File: config.mk
export PLATFORM = sky130hd
export DESIGN_NAME = fetch_stage_flat
export DESIGN_NICKNAME = d
export VERILOG_FILES = /design/src/rtl/fetch_stage_if.sv /design/src/rtl/fetch_stage.sv /design/src/flat_wrapper.sv
export SDC_FILE = /design/constraint.sdc
export NUM_CORES = 1
export LEC_CHECK = 0
export ABC_AREA = 1
export CORE_ASPECT_RATIO = 0.5
export CORE_MARGIN = 4
export CORE_UTILIZATION = 30
export CTS_BUF_LIST = sky130_fd_sc_hd__clkbuf_4
export DETAILED_ROUTE_END_ITERATION = 10
export SLEW_MARGIN = 30
export SYNTH_ARGS = -nofsm -noshare
export SYNTH_HDL_FRONTEND = slang
export SYNTH_SLANG_ARGS = --single-unit
File: constraint.sdc
create_clock -name clk -period 3.26 [get_ports clk]
set_input_delay 0.326 -clock clk [delete_from_list [all_inputs] [get_ports clk]]
set_output_delay 0.326 -clock clk [all_outputs]
set_load 0.1 [all_outputs]
File: src/rtl/fetch_stage_if.sv
// Fetch-stage bundle: instruction-memory request/ack, decode redirect/stall, and the IF/ID latch outputs.
// master = fetch stage side; slave = memory/decode/hazard side.
interface fetch_stage_if;
  logic [15:0] imem_addr;
  logic        imem_req;
  logic [15:0] imem_rdata;
  logic        imem_ack;
  logic        imem_err;
  logic        stall;
  logic        branch;
  logic [15:0] pcbranch;
  logic [15:0] InstOut;
  logic [15:0] pcplus2Out;
  logic        valid;
  logic        halted;
  logic        err;

  modport master (
    output imem_addr, imem_req, InstOut, pcplus2Out, valid, halted, err,
    input  imem_rdata, imem_ack, imem_err, stall, branch, pcbranch
  );

  modport slave (
    input  imem_addr, imem_req, InstOut, pcplus2Out, valid, halted, err,
    output imem_rdata, imem_ack, imem_err, stall, branch, pcbranch
  );
endinterface

File: src/rtl/fetch_stage.sv
// WISC fetch stage: owns PC, imem req/ack handshake and the IF/ID latch; one instruction per cycle on zero-wait memory.
// Stall parks an arriving word in a one-entry hold buffer; redirects mid-request wait out the old ack in DROP.
module fetch_stage #(
  parameter logic [15:0] RESET_PC = 16'h0000,
  parameter logic [15:0] NOP_INST = 16'h0800
) (
  input  logic          clk,
  input  logic          rst,
  fetch_stage_if.master bus
);

  localparam logic [1:0] S_REQ  = 2'd0;
  localparam logic [1:0] S_HOLD = 2'd1;
  localparam logic [1:0] S_DROP = 2'd2;
  localparam logic [1:0] S_HALT = 2'd3;

  logic [1:0]  r_state,     w_state_nxt;
  logic [15:0] r_pc,        w_pc_nxt;
  logic [15:0] r_drop_addr, w_drop_addr_nxt;
  logic [15:0] r_buf,       w_buf_nxt;
  logic [15:0] r_inst,      w_inst_nxt;
  logic [15:0] r_pcp2,      w_pcp2_nxt;
  logic        r_valid,     w_valid_nxt;
  logic        r_halted,    w_halted_nxt;
  logic        r_err,       w_err_nxt;

  logic [15:0] w_pc_inc;
  logic [15:0] w_target;
  logic        w_ack;
  logic        w_redirect;
  logic        w_fault;
  logic        w_rdata_halt;
  logic        w_buf_halt;

  assign w_pc_inc     = r_pc + 16'd2;
  assign w_target     = bus.pcbranch & 16'hFFFE;
  assign w_ack        = bus.imem_ack;
  assign w_redirect   = bus.branch & ~bus.stall;
  assign w_fault      = bus.imem_ack & bus.imem_err;
  assign w_rdata_halt = (bus.imem_rdata[15:11] == 5'b00000);
  assign w_buf_halt   = (r_buf[15:11] == 5'b00000);

  always_comb begin
    w_state_nxt     = r_state;
    w_pc_nxt        = r_pc;
    w_drop_addr_nxt = r_drop_addr;
    w_buf_nxt       = r_buf;
    w_inst_nxt      = r_inst;
    w_pcp2_nxt      = r_pcp2;
    w_valid_nxt     = r_valid;
    w_halted_nxt    = r_halted;
    w_err_nxt       = r_err;

    case (r_state)
      S_REQ: begin
        if (w_fault) begin
          w_inst_nxt   = NOP_INST;
          w_valid_nxt  = 1'b0;
          w_err_nxt    = 1'b1;
          w_halted_nxt = 1'b1;
          w_state_nxt  = S_HALT;
        end else if (w_redirect) begin
          w_pc_nxt    = w_target;
          w_inst_nxt  = NOP_INST;
          w_valid_nxt = 1'b0;
          if (!w_ack) begin
            // The old request must still complete at its original address.
            w_drop_addr_nxt = r_pc & 16'hFFFE;
            w_state_nxt     = S_DROP;
          end
        end else if (bus.stall) begin
          if (w_ack) begin
            w_buf_nxt   = bus.imem_rdata;
            w_pc_nxt    = w_pc_inc;
            w_state_nxt = S_HOLD;
          end
        end else if (w_ack) begin
          w_inst_nxt  = bus.imem_rdata;
          w_pcp2_nxt  = w_pc_inc;
          w_valid_nxt = 1'b1;
          w_pc_nxt    = w_pc_inc;
          if (w_rdata_halt) begin
            w_halted_nxt = 1'b1;
            w_state_nxt  = S_HALT;
          end
        end else begin
          w_inst_nxt  = NOP_INST;
          w_valid_nxt = 1'b0;
        end
      end

      S_HOLD: begin
        if (!bus.stall) begin
          if (bus.branch) begin
            w_pc_nxt    = w_target;
            w_inst_nxt  = NOP_INST;
            w_valid_nxt = 1'b0;
            w_state_nxt = S_REQ;
          end else begin
            // PC was already advanced when the word was parked, so it is the word's PC+2.
            w_inst_nxt  = r_buf;
            w_pcp2_nxt  = r_pc;
            w_valid_nxt = 1'b1;
            if (w_buf_halt) begin
              w_halted_nxt = 1'b1;
              w_state_nxt  = S_HALT;
            end else begin
              w_state_nxt = S_REQ;
            end
          end
        end
      end

      S_DROP: begin
        if (w_fault) begin
          w_inst_nxt   = NOP_INST;
          w_valid_nxt  = 1'b0;
          w_err_nxt    = 1'b1;
          w_halted_nxt = 1'b1;
          w_state_nxt  = S_HALT;
        end else begin
          if (w_redirect) begin
            w_pc_nxt = w_target;
          end
          if (w_ack) begin
            w_state_nxt = S_REQ;
          end
          if (!bus.stall) begin
            w_inst_nxt  = NOP_INST;
            w_valid_nxt = 1'b0;
          end
        end
      end

      S_HALT: begin
        if (w_redirect && !r_err) begin
          w_halted_nxt = 1'b0;
          w_pc_nxt     = w_target;
          w_inst_nxt   = NOP_INST;
          w_valid_nxt  = 1'b0;
          w_state_nxt  = S_REQ;
        end else if (!bus.stall) begin
          w_inst_nxt  = NOP_INST;
          w_valid_nxt = 1'b0;
        end
      end

      default: begin
        w_state_nxt = S_REQ;
      end
    endcase
  end

  always_ff @(posedge clk or negedge rst) begin
    if (!rst) begin
      r_state     <= S_REQ;
      r_pc        <= RESET_PC;
      r_drop_addr <= 16'h0000;
      r_buf       <= 16'h0000;
      r_inst      <= NOP_INST;
      r_pcp2      <= 16'h0000;
      r_valid     <= 1'b0;
      r_halted    <= 1'b0;
      r_err       <= 1'b0;
    end else begin
      r_state     <= w_state_nxt;
      r_pc        <= w_pc_nxt;
      r_drop_addr <= w_drop_addr_nxt;
      r_buf       <= w_buf_nxt;
      r_inst      <= w_inst_nxt;
      r_pcp2      <= w_pcp2_nxt;
      r_valid     <= w_valid_nxt;
      r_halted    <= w_halted_nxt;
      r_err       <= w_err_nxt;
    end
  end

  // Gating with rst keeps the request low throughout reset, abandoning any in-flight fetch.
  assign bus.imem_req   = rst & ((r_state == S_REQ) | (r_state == S_DROP));
  assign bus.imem_addr  = (r_state == S_DROP) ? r_drop_addr : (r_pc & 16'hFFFE);
  assign bus.InstOut    = r_inst;
  assign bus.pcplus2Out = r_pcp2;
  assign bus.valid      = r_valid;
  assign bus.halted     = r_halted;
  assign bus.err        = r_err;

endmodule

File: src/flat_wrapper.sv
// flat-port wrapper written by rule: the top's interface ports become plain ports
module fetch_stage_flat 
#(
  parameter logic [15:0] RESET_PC = 16'h0000,
  parameter logic [15:0] NOP_INST = 16'h0800
)
  (clk, rst, bus_imem_addr, bus_imem_req, bus_InstOut, bus_pcplus2Out, bus_valid, bus_halted, bus_err, bus_imem_rdata, bus_imem_ack, bus_imem_err, bus_stall, bus_branch, bus_pcbranch);
  fetch_stage_if bus_i ();
  input  logic clk;
  input  logic rst;
  output wire logic [$bits(bus_i.imem_addr)-1:0] bus_imem_addr;
  output wire logic [$bits(bus_i.imem_req)-1:0] bus_imem_req;
  output wire logic [$bits(bus_i.InstOut)-1:0] bus_InstOut;
  output wire logic [$bits(bus_i.pcplus2Out)-1:0] bus_pcplus2Out;
  output wire logic [$bits(bus_i.valid)-1:0] bus_valid;
  output wire logic [$bits(bus_i.halted)-1:0] bus_halted;
  output wire logic [$bits(bus_i.err)-1:0] bus_err;
  input wire logic [$bits(bus_i.imem_rdata)-1:0] bus_imem_rdata;
  input wire logic [$bits(bus_i.imem_ack)-1:0] bus_imem_ack;
  input wire logic [$bits(bus_i.imem_err)-1:0] bus_imem_err;
  input wire logic [$bits(bus_i.stall)-1:0] bus_stall;
  input wire logic [$bits(bus_i.branch)-1:0] bus_branch;
  input wire logic [$bits(bus_i.pcbranch)-1:0] bus_pcbranch;
  assign bus_imem_addr = bus_i.imem_addr;
  assign bus_imem_req = bus_i.imem_req;
  assign bus_InstOut = bus_i.InstOut;
  assign bus_pcplus2Out = bus_i.pcplus2Out;
  assign bus_valid = bus_i.valid;
  assign bus_halted = bus_i.halted;
  assign bus_err = bus_i.err;
  assign bus_i.imem_rdata = bus_imem_rdata;
  assign bus_i.imem_ack = bus_imem_ack;
  assign bus_i.imem_err = bus_imem_err;
  assign bus_i.stall = bus_stall;
  assign bus_i.branch = bus_branch;
  assign bus_i.pcbranch = bus_pcbranch;
  fetch_stage #(.RESET_PC(RESET_PC), .NOP_INST(NOP_INST)) u_core (.clk(clk), .rst(rst), .bus(bus_i));
endmodule
Word-level counts from Yosys, hierarchy flattened --
Cells that the tools add are included.
Cells by class: add/subtract/negate cells 1, equal/unequal tests 25, bitwise operators 8, reduce and logical (&&, ||, !) cells 15, muxes and demuxes 61
Operators by type and width (number):
- 2-to-1 mux 16 bit | 23
- case mux 16 bit (4 select lines) | 2
- case mux 16 bit (2 select lines) | 1
- 2-to-1 mux 2 bit | 13
- 2-to-1 mux 1 bit | 19
- adder 16 x 2 -> 16 bit (second input constant) | 1
- != test 2 bit (second input constant) | 8
- AND reduction 7 bit | 2
- != test 3 x 2 -> 1 bit (second input constant) | 4
- zero test 5 bit | 2
- AND reduction 9 bit | 1
- != test 2 x 1 -> 1 bit (second input constant) | 4
- != test 4 x 2 -> 1 bit (second input constant) | 2
- case mux 1 bit (4 select lines) | 2
- case mux 2 bit (4 select lines) | 1
- AND reduction 6 bit | 1
- != test 5 x 2 -> 1 bit (second input constant) | 1
- AND reduction 5 bit | 1
- == test 2 bit (second input constant) | 2
- != test 4 bit (second input constant) | 1
- NOT 1 bit | 4
- AND reduction 2 bit | 2
- AND reduction 4 bit | 1
- bitwise AND 1 bit | 3
- other kinds (9) | 9
Word-level totals: output and inout port bits 52, bits in registers 84, input bits 38

Logic depth before layout (Yosys ltp) --
Gate-level depths: netlist (run 1).
depth after elaboration 7, gate-level depth with buffers 10, depth with buffers taken out 9

Worst setup path before layout (run 1) --
No wires, ideal clock.
kind register to output, start point register u_core.r_state[0], end point output port bus_imem_addr[15], data arrival time 2930 ps, stages on the path, launching flop included 6, required time 2934 ps, setup slack 4 ps, path through dfrtp_1 > inv_2 > nand2_1 > inv_1 > clkbuf_1 > o21ai_0
Between the ends: cells in the longest elaborated chain, start to end 2
Ends and longest elaborated chain:
- from (decl) | RTL line fetch_stage.sv:17 | logic [1:0] r_state, w_state_nxt;
- from (signal assigned) | RTL line fetch_stage.sv:166 | r_state <= w_state_nxt;
- == test 2 bit | RTL line fetch_stage.sv:180 | assign bus.imem_addr = (r_state == S_DROP) ? r_drop_addr : (r_pc & 16'hFFFE);
- 2-to-1 mux 16 bit | RTL line fetch_stage.sv:180
- to (decl) | RTL line flat_wrapper.sv:11 | output wire logic [$bits(bus_i.imem_addr)-1:0] bus_imem_addr;
No other way between the ends.

Final worst setup path (run 1) --
start point register u_core.r_state[0], end point output port bus_imem_addr[6]
Same word-level chain as after synthesis.

==> out/qor.yml, run 1 <==
syn_to_final_growth_pct: 25.2
wl_per_cell_um: 13.1
initial_core_util: 0.306
max_freq_mhz: 387
cpMostUsedCell: "nand2_1"
r2r-start: "u_core.r_state[0]"
cts_max_path_buffers: 2
crit_required_ns: 2.93
synthAdderAreaFrac: 0.00283
antenna_found_initial: 0
synth_xor_area_frac: 0.00793
post-cts-setup-buffers: 0
clk_latency_ns: 0.43
critPathKind: "register to output pin"
dieArea_um2: 16800
period_minus_slack_ns: 2.58
cp-end-kind: "output pin"
grt_pass1_wl_um: 19800
drt-initial-drc-count: 201
finalCritPeriodShare: 0.792
synth_compound_area_frac: 0.0941
netlist_area_um2: 4420
synth_cell_types: 29
cpPeakStageDelay_ns: 0.58
dp_hpwl_um: 8520
grt_max_degree: 47
synth-simple-area-share: 0.352
finClkSkew_ns: 0.0156
port_buffers: 86
setup_viol: 0
synth_seq_cells: 82
cts_sinks: 82
place.gp.congestion: 0.852
fp.dieW_um: 180
dr.pass1.iters: 5
fillers: 1533
cpMaxStageDelayCell: "inv_1"
avgSynthCellArea_um2: 7.15
yosys-top-cells-area: "dfrtp_1, nand2_1, nand3_1"
root_buffer: "clkbuf_4"
syn-instance-count: 618
num_antenna_cells: 0
io_pins: 90
cp-start-kind: "register"
finalHoldViolations: 0
rsz0062_at_grt: "false"
crit_fanout: 31
reg2regPathDepth: 9
slew_violations: 0
grt_util_all_layers: 0.143
grt_pass1_vias: 3988
reg2reg_to: "u_core.bus.pcplus2Out[8]"
wl_um: 11800
tightestPinTransition_ns: 0.995
max_cap_violations: 0
min_path_type: "input port to async pin"
core_um2: 14400
holdWs_ns: 0.403
vias: 4131
cts_tree: "done"
synth_top_area_share: 0.459
drc: 0
cts_resized: 0
synth_edf_count: 0
ys_warn_count: 0
ant_nets: 0
tns_ns: 0
die_y_um: 93.8
grt.overflow.total: 0
clk_pin_slew_ns: 0.14
viasPerCell: 4.58
worstPathCellList: "inv_2 > nand2_1 > inv_1 > nand2_1 > o21ai_0 > buf_4"
synthMuxAreaShare: 0.00255
synth_top_family_by_area: "simple AND/OR/NAND/NOR gates"
fp-row-count: 31
ys.flop_type: "dfrtp_1"
yosysSeqAreaShare: 0.465
synth_largest_area_cell: "dfrtp_1"
r2r_slack_ns: 1.25
hold_buffers: 1
outcome: "complete, no violations"
final_nets: 738
slew_headroom: 0.334
cts_max_level: 3
drive_gt1_frac: 0.0782
async_reset_ff_frac: 1.00
worst_ep_arrival_time_ns: 2.25
cts_buffers: 9
## critical path: cells and delay by family (launching register included)
family | cells | cell delay [ns]
DFF | 1 | 0.46
AOI/OAI and AO/OA | 1 | 0.12
buffers and inverters | 3 | 1.03
and+or+nand+nor | 2 | 0.22
## registers in the layout, indices dropped and copies added (netlist names)
name	cells
u_core.bus.InstOut	16
u_core.r_buf	16
u_core.bus.pcplus2Out	15
u_core.r_drop_addr	15
u_core.r_pc	15
u_core.r_state	2
u_core.bus.err	1
u_core.bus.halted	1
u_core.bus.valid	1
## synthesized netlist by cell type (all sizes together) (2+ instances only)
library cell,instances
nor2,59
nand4,5
nand2,236
inv,50
o2bb2ai,3
nand3,70
o21ai,74
dfrtp,81
xor2,4
buf,14
clkbuf,13
nor3,2
## layer usage
layer	vias to the layer above	wire length, um	GRT usage
met5	-	0	0
met4	0	82	0.0311
met3	7	408	0.0317
met2	67	5730	0.244
met1	1935	5590	0.190
li1	2122	-	-
## through the flow
stage	cell area [um2]	cells	utilization	worst slack, ns
2_1_floorplan	4420	619	-	0.00424
3_3_place_gp	5410	885	0.375	0.593
3_5_place_dp	5410	885	0.375	0.586
4_1_cts	5530	901	0.383	0.618
5_1_grt	5530	901	0.383	0.399
6_report	5530	901	0.383	0.679
## logic make-up (layout without fill, tap and decap cells)
| group | count (synthesis) | after routing |
|---|---|---|
| buffers and inverters | 77 | 161 |
| AO/OA/AOI/OAI | 80 | 80 |
| other | 1 | 2 |
| flip-flops | 82 | 82 |
| adder cells (fa/ha/maj) | 1 | 1 |
| AND/OR/NAND/NOR | 372 | 372 |
| multiplexers | 1 | 1 |
| XOR/XNOR | 4 | 4 |
## worst max path at each step
stage,from,end,depth (start not counted)
2_1_floorplan,u_core.r_state[0],bus_imem_addr[15],5
3_3_place_gp,bus_stall,u_core.bus.pcplus2Out[8],9
3_5_place_dp,bus_stall,u_core.bus.pcplus2Out[8],9
4_1_cts,u_core.r_state[0],bus_imem_addr[6],6
5_1_grt,u_core.r_state[0],bus_imem_addr[10],6
6_report,u_core.r_state[0],bus_imem_addr[6],6
## placed cells by master, fill, tap and decap left out, types with 5 or more instances in the layout
cell	netlist	final
nand3_1	69	69
nand4_1	5	5
o21ai_1	11	11
inv_1	46	46
clkbuf_4	0	9
nor2_1	56	56
o21ai_0	63	63
buf_4	3	27
nand2_1	232	232
dfrtp_1	81	81
clkdlybuf4s50_1	0	68
## layout make-up
class	count	area, um2	area share
sequential	82	2050	0.371
clock buffer	9	67.6	0.0122
timing repair buffer	96	893	0.162
clock inverter	6	43.8	0.00792
multi-input combinational	460	2030	0.368
tap	198	248	0.0448
inverter	50	188	0.0340
Power of run 1 is not shown: default switching activity piles up to over one toggle a cycle in this logic, so the estimate is an artifact.
==> inputs of run 2 (changes only) <==
clock period = 2.7 ns   (was 3.26 ns; I/O delays follow)
==> run 2 against run 1 <==
  * Die area unchanged
  * Via count increased by 1.2%
  * Final cell count increased by 0.55%
  * Core utilization increased by 0.95 points
  * Register-to-register slack got worse by 0.54 ns
  * Sequential cell count unchanged
  * Critical path depth unchanged
==> out/qor.yml, run 2 (synthesis results as in run 1) <==
place.gp.congestion: 0.843
cts_buffers: 9
core_um2: 14400
rsz0062_at_grt: "false"
wl_um: 11900
final_nets: 742
slew_violations: 0
fin_util: 0.393
post-cts-setup-buffers: 0
fp-row-count: 31
cts_tree: "done"
io_pins: 90
num_antenna_cells: 0
hold_buffers: 1
tns_ns: 0
period_minus_slack_ns: 2.30
wl_per_cell_um: 13.1
slew_headroom: 0.569
drc: 0
outcome: "complete, no violations"
fillers: 1544
min_path_type: "input port to async pin"
root_buffer: "clkbuf_4"
dr.pass1.iters: 6
cts_resized: 0
grt.overflow.total: 0
setup_slack_ns: 0.395
antenna_found_initial: 0
finClkSkew_ns: 0.0130
cts_max_level: 3
dieArea_um2: 16800
port_buffers: 86
crit_required_ns: 2.43
max_cap_violations: 0
grt_util_all_layers: 0.144
cp-end-kind: "output pin"
holdWs_ns: 0.299
drt-initial-drc-count: 351
worst_ep_arrival_time_ns: 2.03
initial_core_util: 0.306
fp.dieW_um: 180
clk_latency_ns: 0.44
grt_max_degree: 51
cts_sinks: 82
layout_common_cells: "nand2_1, dfrtp_1, nand3_1"
drive_gt1_frac: 0.131
cts_max_path_buffers: 2
max_freq_mhz: 434
finalHoldViolations: 0
cp-start-kind: "register"
dp_slack_ns: 0.525
clk_pin_slew_ns: 0.14
finalCritPeriodShare: 0.854
syn_to_final_growth_pct: 28.2
tightestPinTransition_ns: 0.646
final_common_cell: "nand2_1"
critPathKind: "register to output pin"
crit_fanout: 31
viasPerCell: 4.61
dp_hpwl_um: 8690
grt_pass1_vias: 4039
setup_viol: 0
ant_nets: 0
die_y_um: 93.8
grt_pass1_wl_um: 19900
vias: 4180
## run 2: cell type report
type                    count  area, um2  area share
well taps                 198        248      0.0437
repair buffers            100       1030       0.182
multi-input cells         460       2030       0.359
inverters                  50        188      0.0331
clock buffers               9       67.6      0.0119
clock inverters             7       45.0     0.00795
flip-flops and latches     82       2050       0.362
## run 2: per-layer routing
metal | routed length (um) | share of wire | global-route usage
met1 | 5600 | 0.47 | 0.188
met2 | 5650 | 0.48 | 0.244
met3 | 466 | 0.039 | 0.0321
met4 | 172 | 0.014 | 0.0380
met5 | 0 | 0 | 0
## run 2: worst paths after layout
kind / from / to / slack, ns / cells after the start
worst max-delay path: u_core.r_state[0] / bus_imem_addr[9] / 0.40 / 6
worst min-delay path: rst / u_core.bus.InstOut[13] / 0.30 / 2
worst max register to register: u_core.r_state[0] / u_core.r_pc[3] / 0.71 / 10
worst min register to register: u_core.bus.pcplus2Out[13] / u_core.bus.pcplus2Out[13] / 0.50 / 2
max in group asynchronous: rst / u_core.r_pc[11] / 1.38 / 3
min in group clk: bus_imem_rdata[7] / u_core.r_buf[7] / 0.39 / 3
## run 2: metrics by stage
step	cell area (um2)	cells
floorplan	4420	619
finish	5660	906
global placement	5540	889
CTS	5660	906
detailed placement	5540	889
global route	5660	906
## run 2: worst max-delay path, cell delays in order, from the launching register on
cell and delay (ns):
dfrtp_1 0.48, inv_2 0.09, nand2_1 0.13, inv_1 0.05
buf_4 0.21, o21ai_0 0.39, buf_12 0.23
Power of run 2 is left out for the same reason.
==> inputs of run 3 (changes only) <==
CORE_MARGIN = unset   (was 4)
==> run 3 against run 2 <==
  * Clock-buffer cell count stayed put
  * Sequential cell count stayed put
  * Register-to-register slack worse by 0.07 ns
  * First-iteration DRC count is 25% lower
  * Design area is 0.20% higher
  * Via count fell by 1.7%
  * Global-route usage up 1.5 points
  * Sequential share of layout area down 0.072 points
  * Critical endpoint is now bus_imem_addr[6]
  * Largest cell class unchanged
==> out/qor.yml, run 3 (synthesis results as in run 1) <==
setup_viol: 0
critPathKind: "register to output pin"
dp_slack_ns: 0.409
clk_pin_slew_ns: 0.14
cts_max_path_buffers: 2
worstPathCellList: "inv_2 > nand2_1 > inv_1 > buf_4 > o21ai_0 > buf_12"
dieArea_um2: 15200
antenna_found_initial: 1
slew_headroom: 0.518
rsz0062_at_grt: "false"
cp-end-kind: "output pin"
finClkSkew_ns: 0.0171
final_common_cell: "nand2_1"
grt.overflow.total: 0
r2r_slack_ns: 0.64
r2r-start: "u_core.r_state[0]"
dr.pass1.iters: 4
core_um2: 14000
max_freq_mhz: 433
die_y_um: 87.8
dp.cells: 881
syn_to_final_growth_pct: 28.5
initial_core_util: 0.316
viasPerCell: 4.57
setup_slack_ns: 0.392
cts_sinks: 82
finalNonFillerCells: 899
cpPeakStageDelay_ns: 0.47
post-cts-setup-buffers: 0
finalHoldViolations: 0
max_cap_violations: 0
cts_resized: 0
drt-initial-drc-count: 265
fp-row-count: 30
outcome: "complete, no violations"
reg2regPathDepth: 10
reg2reg_to: "u_core.r_pc[3]"
wl_um: 11500
place.gp.congestion: 0.802
cpMaxStageDelayCell: "dfrtp_1"
slew_violations: 0
port_buffers: 86
crit_buf_inv: 4
crit_fanout: 30
min_path_type: "input port to async pin"
drc: 0
drive_gt1_frac: 0.130
cp-start-kind: "register"
hold_buffers: 1
finalCritPeriodShare: 0.855
grt_pass1_wl_um: 19200
fp.dieW_um: 174
crit_required_ns: 2.43
grt_pass1_vias: 3945
cp_top_family: "buffers and inverters"
clk_latency_ns: 0.44
fin_util: 0.406
period_minus_slack_ns: 2.31
grt_max_degree: 51
worst_ep_arrival_time_ns: 2.04
root_buffer: "clkbuf_4"
layout_common_cells: "nand2_1, dfrtp_1, nand3_1"
tightestPinTransition_ns: 0.723
dp_hpwl_um: 8300
cts_max_level: 3
io_pins: 90
ant_nets: 0
wl_per_cell_um: 12.8
final_nets: 740
grt_util_all_layers: 0.159
vias: 4111
cts_buffers: 9
cts_tree: "done"
==> run 3: worst max path at each step <==
stage	from	end	slack, ns	cells after the start
CTS	u_core.r_state[0]	bus_imem_addr[6]	0.33	6
global placement	bus_branch	u_core.bus.pcplus2Out[8]	0.40	10
floorplan	u_core.r_state[0]	bus_imem_addr[15]	-0.50	5
detailed placement	bus_branch	u_core.bus.pcplus2Out[8]	0.41	10
finish	u_core.r_state[0]	bus_imem_addr[6]	0.39	6
global route	u_core.r_state[0]	bus_imem_addr[8]	0.22	6
==> run 3: area by class of cell <==
type,count,area (um2)
Tap cell,192,240
Timing Repair Buffer,98,1010
Clock buffer,9,67.6
Clock inverter,7,76.3
Multi-Input combinational cell,460,2030
Antenna cell,1,2.50
Fill cell,1497,8290
Inverter,50,188
Sequential cell,82,2050
==> run 3: layer usage <==
| metal | part of all wire | track usage | vias to the layer above |
|---|---|---|---|
| li1 | - | - | 2133 |
| met1 | 0.49 | 0.208 | 1913 |
| met2 | 0.47 | 0.268 | 59 |
| met3 | 0.030 | 0.0339 | 6 |
| met4 | 0.0094 | 0.0502 | 0 |
| met5 | 0 | 0 | - |
==> run 3: metrics by stage <==
stage                     TNS (ns)  hold slack, ns  instance area [um2]
after floorplan              -5.48         -0.0256                 4420
after global placement           0           0.248                 5520
after detailed placement         0           0.249                 5520
after CTS                        0           0.283                 5670
after global routing             0           0.337                 5680
final                            0           0.288                 5680
==> run 3: worst reg2reg max path: stages, from the launching register on <==
cell	delay, ns
dfrtp_1	0.47
inv_2	0.09
nor2_1	0.18
buf_4	0.22
nand2_1	0.10
nand3_1	0.08
nand2_1	0.06
nand2_2	0.37
inv_1	0.21
nand2_1	0.10
o21ai_1	0.06
Power of run 3 is left out for the same reason.
